===== src/rtl/mips_cpu_pkg.sv =====
// Shared MIPS CPU types: mult/div opcode encoding, mult/div FSM states, iteration count.
package mips_cpu_pkg;

  localparam int MULDIV_CYCLES = 32;

  typedef enum logic [2:0] {
    OP_MULT  = 3'd0,
    OP_MULTU = 3'd1,
    OP_DIV   = 3'd2,
    OP_DIVU  = 3'd3,
    OP_MTHI  = 3'd4,
    OP_MTLO  = 3'd5
  } muldiv_op_e;

  typedef enum logic [1:0] {
    IDLE = 2'd0,
    CALC = 2'd1,
    SIGN = 2'd2,
    WB   = 2'd3
  } muldiv_state_e;

endpackage


===== src/rtl/mips_cpu_muldiv_ctrl_if.sv =====
// Pipeline <-> mult/div unit request, stall and HI/LO write-back signals.
interface mips_cpu_muldiv_ctrl_if;
  logic        start;
  logic [2:0]  op;
  logic [31:0] rs_data;
  logic [31:0] rt_data;
  logic        mf_req;
  logic        busy;
  logic        stall;
  logic        hi_we;
  logic        lo_we;
  logic [31:0] write_data_hi;
  logic [31:0] write_data_lo;

  modport master (
    output start, op, rs_data, rt_data, mf_req,
    input  busy, stall, hi_we, lo_we, write_data_hi, write_data_lo
  );

  modport slave (
    input  start, op, rs_data, rt_data, mf_req,
    output busy, stall, hi_we, lo_we, write_data_hi, write_data_lo
  );
endinterface


===== src/rtl/mips_cpu_muldiv_core.sv =====
// Iterative mult/div datapath: shift-add multiply, restoring divide, sign fix-up.
// Latency: 32 step cycles plus one fix-up cycle; MTHI/MTLO load in one cycle.
// Backpressure: none here; the controller sequences load/step/fixup.
module mips_cpu_muldiv_core
  import mips_cpu_pkg::*;
(
  input  logic        clk,
  input  logic        reset,
  input  logic        load,
  input  logic        step,
  input  logic        fixup,
  input  logic        mt_hi,
  input  logic        mt_lo,
  input  logic [2:0]  op,
  input  logic [31:0] rs_data,
  input  logic [31:0] rt_data,
  output logic        last,
  output logic        div_zero,
  output logic [31:0] hi_res,
  output logic [31:0] lo_res
);

  logic [31:0] opb;
  logic [63:0] acc;
  logic [31:0] rem;
  logic [5:0]  count;
  logic        is_div, neg_res, neg_rem;

  logic        signed_op, a_neg, b_neg;
  logic [31:0] a_mag, b_mag;
  logic [32:0] mul_sum, rem_shift, rem_diff;
  logic [63:0] prod_fix;
  logic [31:0] quo_fix, rem_fix;

  always_comb begin
    signed_op = (op == OP_MULT) || (op == OP_DIV);
    a_neg     = signed_op & rs_data[31];
    b_neg     = signed_op & rt_data[31];
    a_mag     = a_neg ? -rs_data : rs_data;
    b_mag     = b_neg ? -rt_data : rt_data;
    mul_sum   = {1'b0, acc[63:32]} + (acc[0] ? {1'b0, opb} : 33'd0);
    // Divide keeps the dividend/quotient shifter in acc[31:0].
    rem_shift = {rem, acc[31]};
    rem_diff  = rem_shift - {1'b0, opb};
    prod_fix  = neg_res ? -acc : acc;
    quo_fix   = neg_res ? -acc[31:0] : acc[31:0];
    rem_fix   = neg_rem ? -rem : rem;
  end

  assign last = (count == 6'd1);

  always_ff @(posedge clk or negedge reset) begin
    if (!reset) begin
      opb      <= '0;
      acc      <= '0;
      rem      <= '0;
      count    <= '0;
      is_div   <= 1'b0;
      neg_res  <= 1'b0;
      neg_rem  <= 1'b0;
      div_zero <= 1'b0;
      hi_res   <= '0;
      lo_res   <= '0;
    end else begin
      if (load) begin
        opb      <= b_mag;
        acc      <= {32'd0, a_mag};
        rem      <= '0;
        count    <= 6'(MULDIV_CYCLES);
        is_div   <= (op == OP_DIV) || (op == OP_DIVU);
        neg_res  <= a_neg ^ b_neg;
        neg_rem  <= a_neg;
        div_zero <= ((op == OP_DIV) || (op == OP_DIVU)) && (rt_data == 32'd0);
      end else if (step) begin
        count <= count - 6'd1;
        if (is_div) begin
          rem        <= rem_diff[32] ? rem_shift[31:0] : rem_diff[31:0];
          acc[31:0]  <= {acc[30:0], ~rem_diff[32]};
        end else begin
          acc <= {mul_sum, acc[31:1]};
        end
      end
      if (fixup) begin
        if (is_div) {hi_res, lo_res} <= {rem_fix, quo_fix};
        else        {hi_res, lo_res} <= prod_fix;
      end
      if (mt_hi) hi_res <= rs_data;
      if (mt_lo) lo_res <= rs_data;
    end
  end

endmodule


===== src/rtl/mips_cpu_muldiv_ctrl.sv =====
// MIPS HI/LO mult/div controller: FSM, request handshake and registered write strobes.
// Latency: mult/div strobe in cycle 34 after accept; MTHI/MTLO strobe in cycle 1.
// Backpressure: busy ignores start; stall holds the pipeline on start or MFHI/MFLO.
module mips_cpu_muldiv_ctrl
  import mips_cpu_pkg::*;
(
  input  logic                          clk,
  input  logic                          reset,
  mips_cpu_muldiv_ctrl_if.slave         bus
);

  muldiv_state_e state, next_state;
  logic hi_we_d, lo_we_d;
  logic load, step, fixup, mt_hi, mt_lo;
  logic last, div_zero;

  mips_cpu_muldiv_core u_core (
    .clk      (clk),
    .reset    (reset),
    .load     (load),
    .step     (step),
    .fixup    (fixup),
    .mt_hi    (mt_hi),
    .mt_lo    (mt_lo),
    .op       (bus.op),
    .rs_data  (bus.rs_data),
    .rt_data  (bus.rt_data),
    .last     (last),
    .div_zero (div_zero),
    .hi_res   (bus.write_data_hi),
    .lo_res   (bus.write_data_lo)
  );

  always_ff @(posedge clk or negedge reset) begin
    if (!reset) begin
      state     <= IDLE;
      bus.hi_we <= 1'b0;
      bus.lo_we <= 1'b0;
    end else begin
      state     <= next_state;
      bus.hi_we <= hi_we_d;
      bus.lo_we <= lo_we_d;
    end
  end

  always_comb begin
    next_state = state;
    hi_we_d    = 1'b0;
    lo_we_d    = 1'b0;
    load       = 1'b0;
    step       = 1'b0;
    fixup      = 1'b0;
    mt_hi      = 1'b0;
    mt_lo      = 1'b0;
    case (state)
      IDLE: begin
        if (bus.start) begin
          case (bus.op)
            OP_MULT, OP_MULTU, OP_DIV, OP_DIVU: begin
              load       = 1'b1;
              next_state = CALC;
            end
            OP_MTHI: begin
              mt_hi      = 1'b1;
              hi_we_d    = 1'b1;
              next_state = WB;
            end
            OP_MTLO: begin
              mt_lo      = 1'b1;
              lo_we_d    = 1'b1;
              next_state = WB;
            end
            default: ;
          endcase
        end
      end
      CALC: begin
        step = 1'b1;
        if (last) next_state = SIGN;
      end
      SIGN: begin
        // Divide by zero runs the full sequence but never writes HI/LO.
        fixup      = 1'b1;
        hi_we_d    = !div_zero;
        lo_we_d    = !div_zero;
        next_state = WB;
      end
      WB:      next_state = IDLE;
      default: next_state = IDLE;
    endcase
  end

  assign bus.busy  = (state != IDLE);
  assign bus.stall = bus.busy & (bus.mf_req | bus.start);

endmodule


===== src/flat_wrapper.sv =====
// flat-port wrapper written by rule: the top's interface ports become plain ports
module mips_cpu_muldiv_ctrl_flat import mips_cpu_pkg::*;
  (clk, reset, bus_start, bus_op, bus_rs_data, bus_rt_data, bus_mf_req, bus_busy, bus_stall, bus_hi_we, bus_lo_we, bus_write_data_hi, bus_write_data_lo);
  mips_cpu_muldiv_ctrl_if bus_i ();
  input  logic clk;
  input  logic reset;
  input wire logic [$bits(bus_i.start)-1:0] bus_start;
  input wire logic [$bits(bus_i.op)-1:0] bus_op;
  input wire logic [$bits(bus_i.rs_data)-1:0] bus_rs_data;
  input wire logic [$bits(bus_i.rt_data)-1:0] bus_rt_data;
  input wire logic [$bits(bus_i.mf_req)-1:0] bus_mf_req;
  output wire logic [$bits(bus_i.busy)-1:0] bus_busy;
  output wire logic [$bits(bus_i.stall)-1:0] bus_stall;
  output wire logic [$bits(bus_i.hi_we)-1:0] bus_hi_we;
  output wire logic [$bits(bus_i.lo_we)-1:0] bus_lo_we;
  output wire logic [$bits(bus_i.write_data_hi)-1:0] bus_write_data_hi;
  output wire logic [$bits(bus_i.write_data_lo)-1:0] bus_write_data_lo;
  assign bus_i.start = bus_start;
  assign bus_i.op = bus_op;
  assign bus_i.rs_data = bus_rs_data;
  assign bus_i.rt_data = bus_rt_data;
  assign bus_i.mf_req = bus_mf_req;
  assign bus_busy = bus_i.busy;
  assign bus_stall = bus_i.stall;
  assign bus_hi_we = bus_i.hi_we;
  assign bus_lo_we = bus_i.lo_we;
  assign bus_write_data_hi = bus_i.write_data_hi;
  assign bus_write_data_lo = bus_i.write_data_lo;
  mips_cpu_muldiv_ctrl u_core (.clk(clk), .reset(reset), .bus(bus_i));
endmodule

===== config.mk =====
export PLATFORM = sky130hd
export DESIGN_NAME = mips_cpu_muldiv_ctrl_flat
export DESIGN_NICKNAME = d
export VERILOG_FILES = /design/src/rtl/mips_cpu_pkg.sv /design/src/rtl/mips_cpu_muldiv_ctrl_if.sv /design/src/rtl/mips_cpu_muldiv_core.sv /design/src/rtl/mips_cpu_muldiv_ctrl.sv /design/src/flat_wrapper.sv
export SDC_FILE = /design/constraint.sdc
export NUM_CORES = 1
export LEC_CHECK = 0
export ABC_AREA = 0
export CAP_MARGIN = 0
export CORE_UTILIZATION = 56
export DETAILED_ROUTE_END_ITERATION = 16
export PLACE_DENSITY = 0.78
export SYNTH_ARGS = -nofsm -noshare
export SYNTH_HDL_FRONTEND = slang
export SYNTH_SLANG_ARGS = --single-unit
export TNS_END_PERCENT = 5

===== constraint.sdc =====
create_clock -name clk -period 3.7 [get_ports clk]
set_input_delay 1.11 -clock clk [delete_from_list [all_inputs] [get_ports clk]]
set_output_delay 1.11 -clock clk [all_outputs]
set_load 0.03 [all_outputs]

# ---- Word-level counts from Yosys, hierarchy flattened
# Cells that the tools add are included.
dict set report word_totals {
  ff_bits 206
  latchBits 0
  ramBits 0
  mem_bits_ro 0
  inputBits 71
  out_inout_bits 68
  wordCells 97
  memories 0
}
dict set report classes {
  n_addsub 8
  n_mul 0
  div 0
  magnitude_cmp 0
  n_eq_ne 13
  shift 0
  mux 39
  bitwise_logic 6
  n_reduce_logical 17
}
# op count
set ops {}
lappend ops {{32-bit two-way mux} 17}
lappend ops {{64-bit two-way mux} 3}
lappend ops {{32-bit negator} 4}
lappend ops {{64-bit negator} 1}
lappend ops {{32-bit by 32-bit adder with 33-bit output} 1}
lappend ops {{33-bit by 32-bit subtractor with 33-bit output} 1}
lappend ops {{32-bit zero test} 1}
lappend ops {{6-bit two-way mux} 2}
lappend ops {{1-bit two-way mux} 11}
lappend ops {{2-bit nonzero test} 5}
lappend ops {{2-bit case mux with 4 select lines} 1}
lappend ops {{3-bit by 2-bit equality test with 1-bit output, second input constant} 2}
lappend ops {{3-bit equality test, second input constant} 2}
lappend ops {{6-bit by 1-bit equality test with 1-bit output, second input constant} 1}
lappend ops {{2-bit != test, second input constant} 3}
lappend ops {{6-bit by 1-bit subtractor with 6-bit output, second input constant} 1}
lappend ops {{2-bit equality test, second input constant} 2}
lappend ops {{2-bit two-way mux} 2}
lappend ops {{1-bit case mux with 2 select lines} 2}
lappend ops {{2-bit case mux with 2 select lines} 1}
lappend ops {{2-bit AND reduction} 2}
lappend ops {{4-bit OR reduction} 1}
lappend ops {{1-bit bitwise AND} 3}
lappend ops {{3-bit by 1-bit equality test with 1-bit output, second input constant} 1}
lappend ops {{other kinds (12)} 13}

# ---- Logic depth before layout (Yosys ltp)
# Gate-level depths: netlist of run 1.
dict set report logic_depth {
  word_depth 7
  ltp_mapped 13
}

# ---- Modules after synthesis
# A second synthesis of run 1 with hierarchy kept.
dict set report unflattened {
  hier_cells 2089
  hier_area_um2 16314.4
}
# module instances cells_per_inst area_each_um2 seq_area_each_um2
set modules_own_cells {}
lappend modules_own_cells {mips_cpu_muldiv_core 1 2056 16029.1 5054.8}
lappend modules_own_cells {mips_cpu_muldiv_ctrl 1 33 285.3 100.1}

# ---- Least setup slack after synthesis of run 1
# Ideal clock, no wire load.
dict set report synth_path {
  path_type {input port to flip-flop}
  start {in bus_rt_data[6]}
  end {reg u_core.u_core.opb[30]}
  setup_time_ns 0.135
  t_arrival_ns 3.392
  required_ns 3.565
  path_slack_ns 0.173
  stages 8
  n_path_buf 0
  cell_sequence {or4_1 nor4_1 nand4_1 nor4_1 nand3b_1 o41ai_1 xor2_1 o21ai_0}
}
dict set report synth_via {
  elab_chain_cells 2
}
# item line
set synth_lines {}
lappend synth_lines {{start, declared} flat_wrapper.sv:10} ;# input wire logic [$bits(bus_i.rt_data)-1:0] bus_rt_data;
lappend synth_lines {{32-bit negator} mips_cpu_muldiv_core.sv:40} ;# b_mag = b_neg ? -rt_data : rt_data;
lappend synth_lines {{32-bit two-way mux} mips_cpu_muldiv_core.sv:40}
lappend synth_lines {{end signal, assigned} mips_cpu_muldiv_core.sv:66} ;# opb <= b_mag;
lappend synth_lines {{end, declared} mips_cpu_muldiv_core.sv:23} ;# logic [31:0] opb;
# No other way between the ends.
# A chain may end at the register's enable or synchronous reset.

# ---- Final worst setup path of run 1
dict set report layout_path {
  start {in bus_rs_data[3]}
  end {reg u_core.u_core.acc[27]}
}
dict set report layout_via {
  elab_chain_cells 3
}
# item line
set layout_lines {}
lappend layout_lines {{start, declared} flat_wrapper.sv:9} ;# input wire logic [$bits(bus_i.rs_data)-1:0] bus_rs_data;
lappend layout_lines {{32-bit negator} mips_cpu_muldiv_core.sv:39} ;# a_mag = a_neg ? -rs_data : rs_data;
lappend layout_lines {{32-bit two-way mux} mips_cpu_muldiv_core.sv:39}
lappend layout_lines {{64-bit two-way mux} mips_cpu_muldiv_core.sv:65} ;# if (load) begin
lappend layout_lines {{end signal, assigned} mips_cpu_muldiv_core.sv:67} ;# acc <= {32'd0, a_mag};
lappend layout_lines {{end signal, assigned} mips_cpu_muldiv_core.sv:78} ;# acc[31:0] <= {acc[30:0], ~rem_diff[32]};
lappend layout_lines {{end signal, assigned} mips_cpu_muldiv_core.sv:80} ;# acc <= {mul_sum, acc[31:1]};
lappend layout_lines {{end, declared} mips_cpu_muldiv_core.sv:24} ;# logic [63:0] acc;
# No other way between the ends.

==> results.cfg, run 1 <==
[pwr]
max-vdd-ir-drop_uv = 476
power_density_nw_per_um2 = 912
p_leak_uw = 0.00837

[drt]
drt-pass1-iter-count = 5
post-route-drc-count = 0
detailed_route_wl_mm = 50.5
vias_post_dr = 16276
dr_iter_0_viols = 1444
drtAntennaViolNets = 0
wire_per_inst_um = 19.4
vias_per_cell = 6.26

[timing]
worst_slew_margin_rel = 0.442
timing.final.setup_violations = 0
maxClockFrequency_mhz = 277
worst_clock_skew_ps = 10.4
worstMarginPinSlew_ps = 837
timing.final.ws_setup_ps = 92.0
post-route-period-util = 0.975
rsz0062_at_grt = yes
final.min_clock_period_ps = 3610
timing.final.max_slew_violations = 0
finalHoldViolations = 0

[finish]
layout.nets = 2341
final_core_util = 0.687
n_antenna_cell = 0
layout.cells.most_common = sky130_fd_sc_hd__nand2_1
design_area_um2 = 19700
post_route_cells_drive_above_1_share = 0.0989
instances_no_fill = 2599
most-common-layout-cells = sky130_fd_sc_hd__nand2_1, sky130_fd_sc_hd__o21ai_0, sky130_fd_sc_hd__dfrtp_1
area_delta_synth_final_pct = 20.6

[die]
floorplan.die.height_um = 173
die_area_um2 = 29900
io-pin-count = 139
die_width_um = 173
std_cell_rows = 62
starting_density = 0.570
core_area_um2 = 28700

[logic_synthesis]
postSynth.asyncResetShare = 1.00
yosysWarnings = 0
post-synth-top-area-cell = sky130_fd_sc_hd__dfrtp_1
synth-adder-area-share = 0.0583
number_of_synthesized_flops_with_an_enable_pin = 0
postSynthRegisterBits = 206
synthDistinctLibCells = 81
dominant_combinational_cell_family_by_area_after_synthesis = compound AO/OA/AOI/OAI gates
yosys-mux-area-fraction = 0.0326
syn_inst = 2030
synth_fp_nets = 2176
syn_avg_cell_area_um2 = 8.05
yosys.area_share.xor_xnor = 0.103
post_synth_main_area_contributors = sky130_fd_sc_hd__dfrtp_1, sky130_fd_sc_hd__o21ai_0, sky130_fd_sc_hd__nand2_1
synth_simple_gate_area_frac = 0.183
synth_compound_area_frac = 0.260
synth_top_area_share = 0.315
ys_dominant_reg_cell = sky130_fd_sc_hd__dfrtp_1
synth_seq_area_share = 0.315
synthesis.area_um2 = 16300

[place]
dp.cells = 2551
routabilityCongestion = 0.953
dpl-instance-area_um2 = 18800
detailed_place_hpwl_mm = 38.6
placement.io_buffers = 138
place_ws_ps = -463

[flow_run]
cap_violations = 0

[clocking]
cts_setup_buffers = 0
h-tree-depth = 1
cts_buffer_depth = 3
path_clk_slew_ps = 60
clk_latency_ps = 540
tritoncts = done
number_of_hold_buffers_added_after_cts = 0
cts_made_buffers = 26
cts.root.buffer_cell = sky130_fd_sc_hd__clkbuf_16
cts_num_sinks = 206

[worst_setup_path]
critPathArrivalTime_ps = 4020
critical_path_peak_fanout = 4
cp-start-kind = primary input
timing.critical_path.to_type = flip-flop
worst-setup-path-type = primary input to flip-flop
setup.reg_to_reg.worst_slack_ps = 120
worst_ep_required_time_ps = 4110

[outcome]
outcome = complete, no violations

[grt]
globalRoute.totalOverflow = 0
grt_antenna_before_repair = 1
grt_first_pass_wirelength_mm = 81.7
first_global_vias = 15505
grt_use_total = 0.336
grt_start_max_net_pins = 75

[hold_path]
min_path_type = flip-flop to flip-flop
-- metrics by stage --
stage / hold slack (ps) / TNS [ps] / total power [uW]
6_report: 477 / 0 / 18000
5_1_grt: 499 / -77.7 / 19300
3_5_place_dp: 470 / -3330 / 15100
4_1_cts: 483 / 0 / 17800
3_3_place_gp: 464 / -2410 / 14800
2_1_floorplan: 441 / 0 / 11600
-- cells by family (layout without fill, tap and decap cells) --
logic type / after synthesis / count (layout)
buffers and inverters: 200 / 385
AND/OR/NAND/NOR: 632 / 632
XOR/XNOR: 193 / 193
AO/OA/AOI/OAI: 671 / 671
flip-flops: 206 / 206
adder cells (fa/ha/maj): 75 / 75
multiplexers: 53 / 53
-- worst paths after layout --
kind | start | to | cells after the start
worst max register to register | u_core.u_core.acc[25]$_DFFE_PN0P_ | u_core.u_core.hi_res[23]$_DFFE_PN0P_ | 8
worst min register to register | u_core.u_core.opb[2]$_DFFE_PN0P_ | u_core.u_core.opb[2]$_DFFE_PN0P_ | 2
worst max-delay path | bus_rs_data[3] | u_core.u_core.acc[27]$_DFFE_PN0P_ | 9
worst min-delay path | u_core.u_core.opb[2]$_DFFE_PN0P_ | u_core.u_core.opb[2]$_DFFE_PN0P_ | 2
min in group asynchronous | reset | u_core.u_core.lo_res[19]$_DFFE_PN0P_ | 1
max in group asynchronous | reset | u_core.u_core.acc[41]$_DFFE_PN0P_ | 2
-- routing by layer --
layer	track usage	routed length, um	vias up
li1	-	-	7714
met1	0.451	21500	7794
met4	0.139	1980	2
met3	0.0369	3440	124
met2	0.553	23600	642
met5	0	10	-
-- final cells by class --
type,count,area (um^2)
Clock buffer,37,763
Clock inverter,11,140
Fill cell,2351,8980
Inverter,70,263
Multi-Input combinational cell,1624,10500
Sequential cell,206,5160
Tap cell,384,480
Timing Repair Buffer,267,2440
-- sequential cells by signal (all words and copies together), names as in the netlist --
name	flops
u_core.u_core.acc	64
u_core.u_core.hi_res	32
u_core.u_core.lo_res	32
u_core.u_core.opb	32
u_core.u_core.rem	32
u_core.u_core.count	6
u_core.state	2
u_core.bus.hi_we	1
u_core.bus.lo_we	1
u_core.u_core.div_zero	1
u_core.u_core.is_div	1
u_core.u_core.neg_rem	1
u_core.u_core.neg_res	1
-- report_power, final --
| part | switching, uW | total, uW | internal, uW |
|---|---|---|---|
| Combinational | 6240 | 10800 | 4530 |
| Sequential | 1290 | 4530 | 3230 |
| Clock | 1040 | 2680 | 1640 |
-- repair_timing --
item / in CTS / in global routing
setup endpoints to repair: 0 / 8
resized for setup: 0 / 6
endpoints found under the hold margin: 0 / 0
-- synth_stat cells, types with 13 or more instances --
| library cell | count |
|---|---|
| sky130_fd_sc_hd__nor2_1 | 146 |
| sky130_fd_sc_hd__or2_2 | 14 |
| sky130_fd_sc_hd__o211ai_1 | 51 |
| sky130_fd_sc_hd__nand3_1 | 35 |
| sky130_fd_sc_hd__dfrtp_1 | 206 |
| sky130_fd_sc_hd__a21oi_1 | 139 |
| sky130_fd_sc_hd__o31ai_1 | 45 |
| sky130_fd_sc_hd__nor4_1 | 15 |
| sky130_fd_sc_hd__ha_1 | 73 |
| sky130_fd_sc_hd__or3_1 | 14 |
| sky130_fd_sc_hd__or4_1 | 28 |
| sky130_fd_sc_hd__and3_1 | 19 |
| sky130_fd_sc_hd__nor3_1 | 24 |
| sky130_fd_sc_hd__a211oi_1 | 18 |
| sky130_fd_sc_hd__clkbuf_1 | 112 |
| sky130_fd_sc_hd__nand4_1 | 15 |
| sky130_fd_sc_hd__mux2i_1 | 51 |
| sky130_fd_sc_hd__a21o_1 | 30 |
| sky130_fd_sc_hd__nand2_1 | 255 |
| sky130_fd_sc_hd__inv_1 | 69 |
| sky130_fd_sc_hd__nand2b_1 | 17 |
| sky130_fd_sc_hd__buf_1 | 13 |
| sky130_fd_sc_hd__xnor2_1 | 84 |
| sky130_fd_sc_hd__o41ai_1 | 28 |
| sky130_fd_sc_hd__o21ai_0 | 245 |
| sky130_fd_sc_hd__xor2_1 | 109 |
-- worst max-delay path: stages --
cell,delay (ps)
sky130_fd_sc_hd__clkdlybuf4s50_1,490
sky130_fd_sc_hd__or4_1,560
sky130_fd_sc_hd__or3b_2,520
sky130_fd_sc_hd__or3_1,420
sky130_fd_sc_hd__nor3_1,200
sky130_fd_sc_hd__nand2_1,140
sky130_fd_sc_hd__o31ai_1,310
sky130_fd_sc_hd__xor2_1,170
sky130_fd_sc_hd__o21ai_0,90
Power figures use the tool's default switching activity.
==> inputs of run 2 (changes only) <==
Settings changed: RECOVER_POWER set to 25.
==> run 2 against run 1 <==
The run now ends with max-capacitance violations, max-slew violations left. Register-to-register slack about the same. Clock power hardly changed. Core utilization down 0.083 points. Clock skew fell by 0.80 ps. First-iteration DRC count increased by 0.48%. Critical path type unchanged. Largest power group unchanged. Highest routed layer unchanged.
==> results.cfg, run 2 (synthesized netlist as in run 1, its figures left out) <==
[clocking]
clk_latency_ps = 540
cts_made_buffers = 26
path_clk_slew_ps = 60
number_of_hold_buffers_added_after_cts = 0
cts_num_sinks = 206
cts_buffer_depth = 3
h-tree-depth = 1
cts.root.buffer_cell = sky130_fd_sc_hd__clkbuf_16
tritoncts = done

[finish]
n_antenna_cell = 0
area_delta_synth_final_pct = 20.5
most-common-layout-cells = sky130_fd_sc_hd__nand2_1, sky130_fd_sc_hd__o21ai_0, sky130_fd_sc_hd__dfrtp_1
post_route_cells_drive_above_1_share = 0.0989
layout.cells.most_common = sky130_fd_sc_hd__nand2_1
flip_flop_count_of_the_largest_register_all_copies_and_words_added = 64
largest_register = u_core.u_core.acc
layout.nets = 2341
fill_cells = 2353
final_core_util = 0.686

[worst_setup_path]
critical_path_peak_fanout = 4
cp_max_stage_delay_ps = 560
cp-start-kind = primary input
worst_path_max_delay_cell = sky130_fd_sc_hd__or4_1
cp_cell_sequence = clkdlybuf4s50_1, or4_1, or3b_2, or3_1, nor3_1, nand2_1, o31ai_1, xor2_1, o21ai_0
critPathArrivalTime_ps = 4020
worst-setup-path-type = primary input to flip-flop
timing.critical_path.to_type = flip-flop
worst_ep_required_time_ps = 4120

[drt]
wire_per_inst_um = 19.4
post-route-drc-count = 0
detailed_route_wl_mm = 50.5
drtAntennaViolNets = 0
drt-pass1-iter-count = 5
dr_iter_0_viols = 1451
vias_post_dr = 16277
vias_per_cell = 6.26

[pwr]
power_density_nw_per_um2 = 913
p_leak_uw = 0.00836
max-vdd-ir-drop_uv = 476
total_power_uw = 18000

[grt]
grt_first_pass_wirelength_mm = 81.7
met3_track_usage_gr = 0.0369
met1_track_demand_over_resource = 0.451
grt_antenna_before_repair = 1
grt_start_max_net_pins = 75
grt.busiest_layer = met2
grt.met2_usage = 0.553
first_global_vias = 15505
grt_use_total = 0.336
globalRoute.totalOverflow = 0

[timing]
post-route-period-util = 0.975
worstMarginPinSlew_ps = 1970
timing.final.setup_violations = 0
maxClockFrequency_mhz = 277
worst_slew_margin_rel = -0.312
rsz0062_at_grt = yes
finalHoldViolations = 0
worst_clock_skew_ps = 9.58
finalHoldWorstSlack_ps = 477
final.min_clock_period_ps = 3610
timing.final.max_slew_violations = 74

[place]
detailed_place_hpwl_mm = 38.6
placement.io_buffers = 138
routabilityCongestion = 0.953

[die]
starting_density = 0.570
std_cell_rows = 62
core_area_um2 = 28700
floorplan.die.height_um = 173
die_width_um = 173
io-pin-count = 139
die_area_um2 = 29900

[flow_run]
cap_violations = 1

[outcome]
outcome = finished, violations left
violations_in_the_final_reports = max-capacitance violations, max-slew violations

[hold_path]
min_path_type = flip-flop to flip-flop
[run 2: cell count changes in the layout (fill, tap and decap cells not counted)]
cell	previous run	this run
sky130_fd_sc_hd__buf_12	7	6
sky130_fd_sc_hd__clkbuf_8	6	5
sky130_fd_sc_hd__clkbuf_2	0	2
[run 2: cell type report]
cell class | instances | area, um^2 | share of cell area
Clock buffer | 37 | 763 | 0.0387
Inverter | 70 | 263 | 0.0133
Timing Repair Buffer | 267 | 2420 | 0.123
Tap cell | 384 | 480 | 0.0244
Sequential cell | 206 | 5160 | 0.262
Multi-Input combinational cell | 1624 | 10500 | 0.532
Clock inverter | 11 | 140 | 0.00711
[run 2: stage by stage]
stage	std cells	TNS, ps	cell area, um^2	worst slack [ps]
after floorplan	2030	0	16300	173
after CTS	2599	0	19700	94.5
after global placement	2551	-2410	18800	-396
after detailed placement	2551	-3330	18800	-463
after global routing	2599	-1400	19700	-42.5
final	2599	0	19700	92.3
[run 2: critical path: cells and delay by family]
| kind | cells | cell delay, ps |
|---|---|---|
| simple gates | 5 | 1840 |
| buf+inv | 1 | 490 |
| compound gates | 2 | 400 |
| xor+xnor | 1 | 170 |
[run 2: path summary, 6_finish.rpt]
| check | startpoint | end | slack (ps) | depth (start not counted) |
|---|---|---|---|---|
| hold / removal | u_core.u_core.opb[2]$_DFFE_PN0P_ | u_core.u_core.opb[2]$_DFFE_PN0P_ | 480 | 2 |
| min in group asynchronous | reset | u_core.u_core.lo_res[19]$_DFFE_PN0P_ | 1120 | 1 |
| hold reg to reg | u_core.u_core.opb[2]$_DFFE_PN0P_ | u_core.u_core.opb[2]$_DFFE_PN0P_ | 480 | 2 |
| setup reg to reg | u_core.u_core.acc[25]$_DFFE_PN0P_ | u_core.u_core.hi_res[23]$_DFFE_PN0P_ | 120 | 8 |
| max in group asynchronous | reset | u_core.u_core.rem[8]$_DFFE_PN0P_ | 480 | 2 |
| setup / recovery | bus_rs_data[3] | u_core.u_core.acc[27]$_DFFE_PN0P_ | 90 | 9 |
[run 2: metal layers]
| metal | routed length, um | vias to the layer above |
|---|---|---|
| met5 | 10 | - |
| met4 | 2000 | 2 |
| met3 | 3450 | 126 |
| met2 | 23600 | 653 |
| met1 | 21400 | 7781 |
| li1 | - | 7715 |
[run 2: report_power, final]
part	total, uW	leakage (uW)	internal (uW)	switching (uW)
Sequential	4520	0.00258	3230	1290
Clock	2680	0.000445	1640	1040
Combinational	10800	0.00533	4530	6240
Total	18000	0.00836	9400	8570
[run 2: what timing repair did]
| action | 4_1_cts | 5_1_grt |
|---|---|---|
| buffers inserted | 0 | 0 |
| gates resized for setup | 0 | 6 |
| setup endpoints to repair | 0 | 8 |
==> inputs of run 3 (changes only) <==
Settings changed: SETUP_SLACK_MARGIN set to 0.02, SYNTH_HIERARCHICAL set to 1.
==> run 3 against run 2 <==
Final cell count is 1.3% higher. Via count is 0.28% higher. Critical path depth is 5 lower. Total power down 15%. Critical endpoint is now bus_stall. Clock-buffer cell count decreased by 2. Register-to-register slack gained 90 ps. Highest routed layer is now met4. Non-clock buffer count shrank 22. First-iteration DRC count up 18%. Fmax grew 2.0%. Largest cell class unchanged. Critical path type is now primary input to output pin. The flow still finishes with violations (max-capacitance violations, max-slew violations). Synthesized cell count rose by 2.9%. Hold slack improved by 19 ps. Sequential power is 11% lower.
==> results.cfg, run 3 <==
[logic_synthesis]
synthDistinctLibCells = 75
post_synth_main_area_contributors = sky130_fd_sc_hd__dfrtp_1, sky130_fd_sc_hd__a21oi_1, sky130_fd_sc_hd__nor2_1
synth_compound_area_frac = 0.248
synth_top_area_share = 0.316
yosys.area_share.xor_xnor = 0.108
post_synth_most_frequent_cells = sky130_fd_sc_hd__nor2_1, sky130_fd_sc_hd__a21oi_1, sky130_fd_sc_hd__nand2_1
number_of_synthesized_flops_with_an_enable_pin = 0
postSynthRegisterBits = 206
syn_inst = 2089
ys_dominant_reg_cell = sky130_fd_sc_hd__dfrtp_1
syn_avg_cell_area_um2 = 7.81
synth_fp_nets = 2235
synthesis.area_um2 = 16300
synth-adder-area-share = 0.0584
yosysMostFrequentCell = sky130_fd_sc_hd__nor2_1
synth_simple_gate_area_frac = 0.200
dominant_combinational_cell_family_by_area_after_synthesis = compound AO/OA/AOI/OAI gates
post-synth-top-area-cell = sky130_fd_sc_hd__dfrtp_1
synth_seq_area_share = 0.316
postSynth.asyncResetShare = 1.00
yosysWarnings = 6
yosys-mux-area-fraction = 0.0235

[finish]
largest_register = u_core/u_core/acc
layout.nets = 2385
flip_flop_count_of_the_largest_register_all_copies_and_words_added = 64
n_antenna_cell = 0
post_route_cells_drive_above_1_share = 0.0769
most-common-layout-cells = sky130_fd_sc_hd__nor2_1, sky130_fd_sc_hd__a21oi_1, sky130_fd_sc_hd__nand2_1
area_delta_synth_final_pct = 18.9
fill_cells = 2438
design_area_um2 = 19400
layout.cells.most_common = sky130_fd_sc_hd__nor2_1

[worst_setup_path]
cp-start-kind = primary input
critPathArrivalTime_ps = 2430
worstReg2RegStart = u_core/u_core/acc[0]$_DFFE_PN0P_
critical_path_peak_fanout = 2
cp_top_family = buffers and inverters
worst-setup-path-type = primary input to output pin
cp_max_stage_delay_ps = 680
worst_r2r_path_depth = 13
worst_path_max_delay_cell = sky130_fd_sc_hd__clkdlybuf4s50_1
cp_cell_sequence = clkdlybuf4s50_1, nor2_1, nor2_1, clkdlybuf4s50_1
worstReg2RegEnd = u_core/u_core/acc[62]$_DFFE_PN0P_
timing.critical_path.to_type = output pin
worst_ep_required_time_ps = 2590
setup.reg_to_reg.worst_slack_ps = 210
path_buf_inv = 2

[drt]
vias_per_cell = 6.20
drtAntennaViolNets = 0
dr_iter_0_viols = 1715
post-route-drc-count = 0
detailed_route_wl_mm = 50.6
drt-pass1-iter-count = 6
vias_post_dr = 16323
wire_per_inst_um = 19.2

[pwr]
max-vdd-ir-drop_uv = 377
p_leak_uw = 0.00832
power_density_nw_per_um2 = 788

[die]
std_cell_rows = 62
floorplan.die.height_um = 173
core_area_um2 = 28700
starting_density = 0.568
die_area_um2 = 29800
io-pin-count = 139
die_width_um = 173

[clocking]
cts.root.buffer_cell = sky130_fd_sc_hd__clkbuf_16
cts_setup_buffers = 0
tritoncts = done
cts_buffer_depth = 3
cts_made_buffers = 25
path_clk_slew_ps = 60
h-tree-depth = 1
clk_latency_ps = 530
cts_num_sinks = 206

[place]
detailed_place_hpwl_mm = 38.8
dpl-instance-area_um2 = 18700
routabilityCongestion = 0.962
place_ws_ps = -347
placement.io_buffers = 138

[hold_path]
min_delay_path_depth = 2
min_path_type = flip-flop to flip-flop
hold_path_startpoint = u_core/u_core/hi_res[28]$_DFFE_PN0P_
min_delay_worst_endpoint = u_core/u_core/hi_res[28]$_DFFE_PN0P_

[grt]
grt_use_total = 0.333
grt_start_max_net_pins = 131
grt_first_pass_wirelength_mm = 80.6
globalRoute.totalOverflow = 0
grt_antenna_before_repair = 0
first_global_vias = 15157

[timing]
worst_clock_skew_ps = 22.0
maxClockFrequency_mhz = 283
worstMarginPinSlew_ps = 2130
timing.final.max_slew_violations = 79
post-route-period-util = 0.956
finalHoldViolations = 0
timing.final.setup_violations = 0
worst_slew_margin_rel = -0.422
final.min_clock_period_ps = 3540
timing.final.ws_setup_ps = 162
rsz0062_at_grt = no

[flow_run]
cap_violations = 1

[outcome]
outcome = finished, violations left
violations_in_the_final_reports = max-capacitance violations, max-slew violations
run 3: changes by cell type after synthesis, sizes merged, moves of 20 or more:
cell | previous run | this run
nor3 | 24 | 44
o211ai | 51 | 26
a22oi | 1 | 24
a21oi | 139 | 222
o21ai | 247 | 182
nor2 | 146 | 266
nand2 | 255 | 215
run 3: power by group:
group	switching [uW]	internal (uW)
Combinational	5410	3580
Clock	955	1320
Sequential	895	3130
Total	7260	8030
run 3: cell type report:
type	instances	area, um^2	share of cell area
clock buffer	35	713	0.0368
multi-input combinational	1684	10500	0.539
tap	384	480	0.0248
clock inverter	3	17.5	0.000903
timing repair buffer	245	2280	0.118
inverter	77	289	0.0149
sequential	206	5160	0.266
run 3: worst max path at each step:
stage	from	to	slack, ps	cells past startpoint
final	bus_start	bus_stall	160	4
after global routing	bus_rs_data[4]	u_core/u_core/acc[24]$_DFFE_PN0P_	40	11
after CTS	u_core/u_core/acc[31]$_DFFE_PN0P_	u_core/u_core/rem[13]$_DFFE_PN0P_	140	14
after detailed placement	bus_rs_data[4]	u_core/u_core/acc[24]$_DFFE_PN0P_	-350	11
after global placement	bus_rs_data[4]	u_core/u_core/acc[24]$_DFFE_PN0P_	-340	11
after floorplan	bus_rs_data[2]	u_core/u_core/acc[29]$_DFFE_PN0P_	150	10
run 3: worst min-delay path: stages, from the launching register on:
cell                      delay, ps
sky130_fd_sc_hd__dfrtp_1        350
sky130_fd_sc_hd__a22oi_1         60
sky130_fd_sc_hd__nand2_1         60
run 3: logic make-up (layout without fill, tap and decap cells):
family / after synthesis / count (layout)
AOI/OAI and AO/OA: 657 / 657
xor gates and xnor gates: 201 / 201
adders and majority gates: 75 / 75
buffers and inverters: 199 / 360
DFF: 206 / 206
muxes: 38 / 38
and+or+nand+nor: 713 / 713
run 3: layer usage:
metal | GRT usage | vias up | routed length (um)
met5 | 0 | - | 0
met4 | 0.0985 | 0 | 1540
met3 | 0.0420 | 106 | 3730
met2 | 0.578 | 668 | 24500
met1 | 0.435 | 7788 | 20800
li1 | - | 7761 | -
run 3: what timing repair did:
action                                 CTS  global route
setup endpoints to repair                0            21
hold buffers                             0             0
endpoints found under the hold margin    0             0
resized for setup                        0             6
run 3: stage by stage:
| step | hold slack (ps) | total power (uW) | TNS [ps] | util | cells |
|---|---|---|---|---|---|
| final | 496 | 15300 | 0 | 0.676 | 2634 |
| after global routing | 520 | 16400 | 0 | 0.676 | 2634 |
| after CTS | 502 | 15200 | 0 | 0.676 | 2634 |
| after detailed placement | 490 | 12900 | -2750 | 0.650 | 2596 |
| after global placement | 486 | 12600 | -2540 | 0.650 | 2596 |
| after floorplan | 471 | 10000 | 0 | - | 2089 |
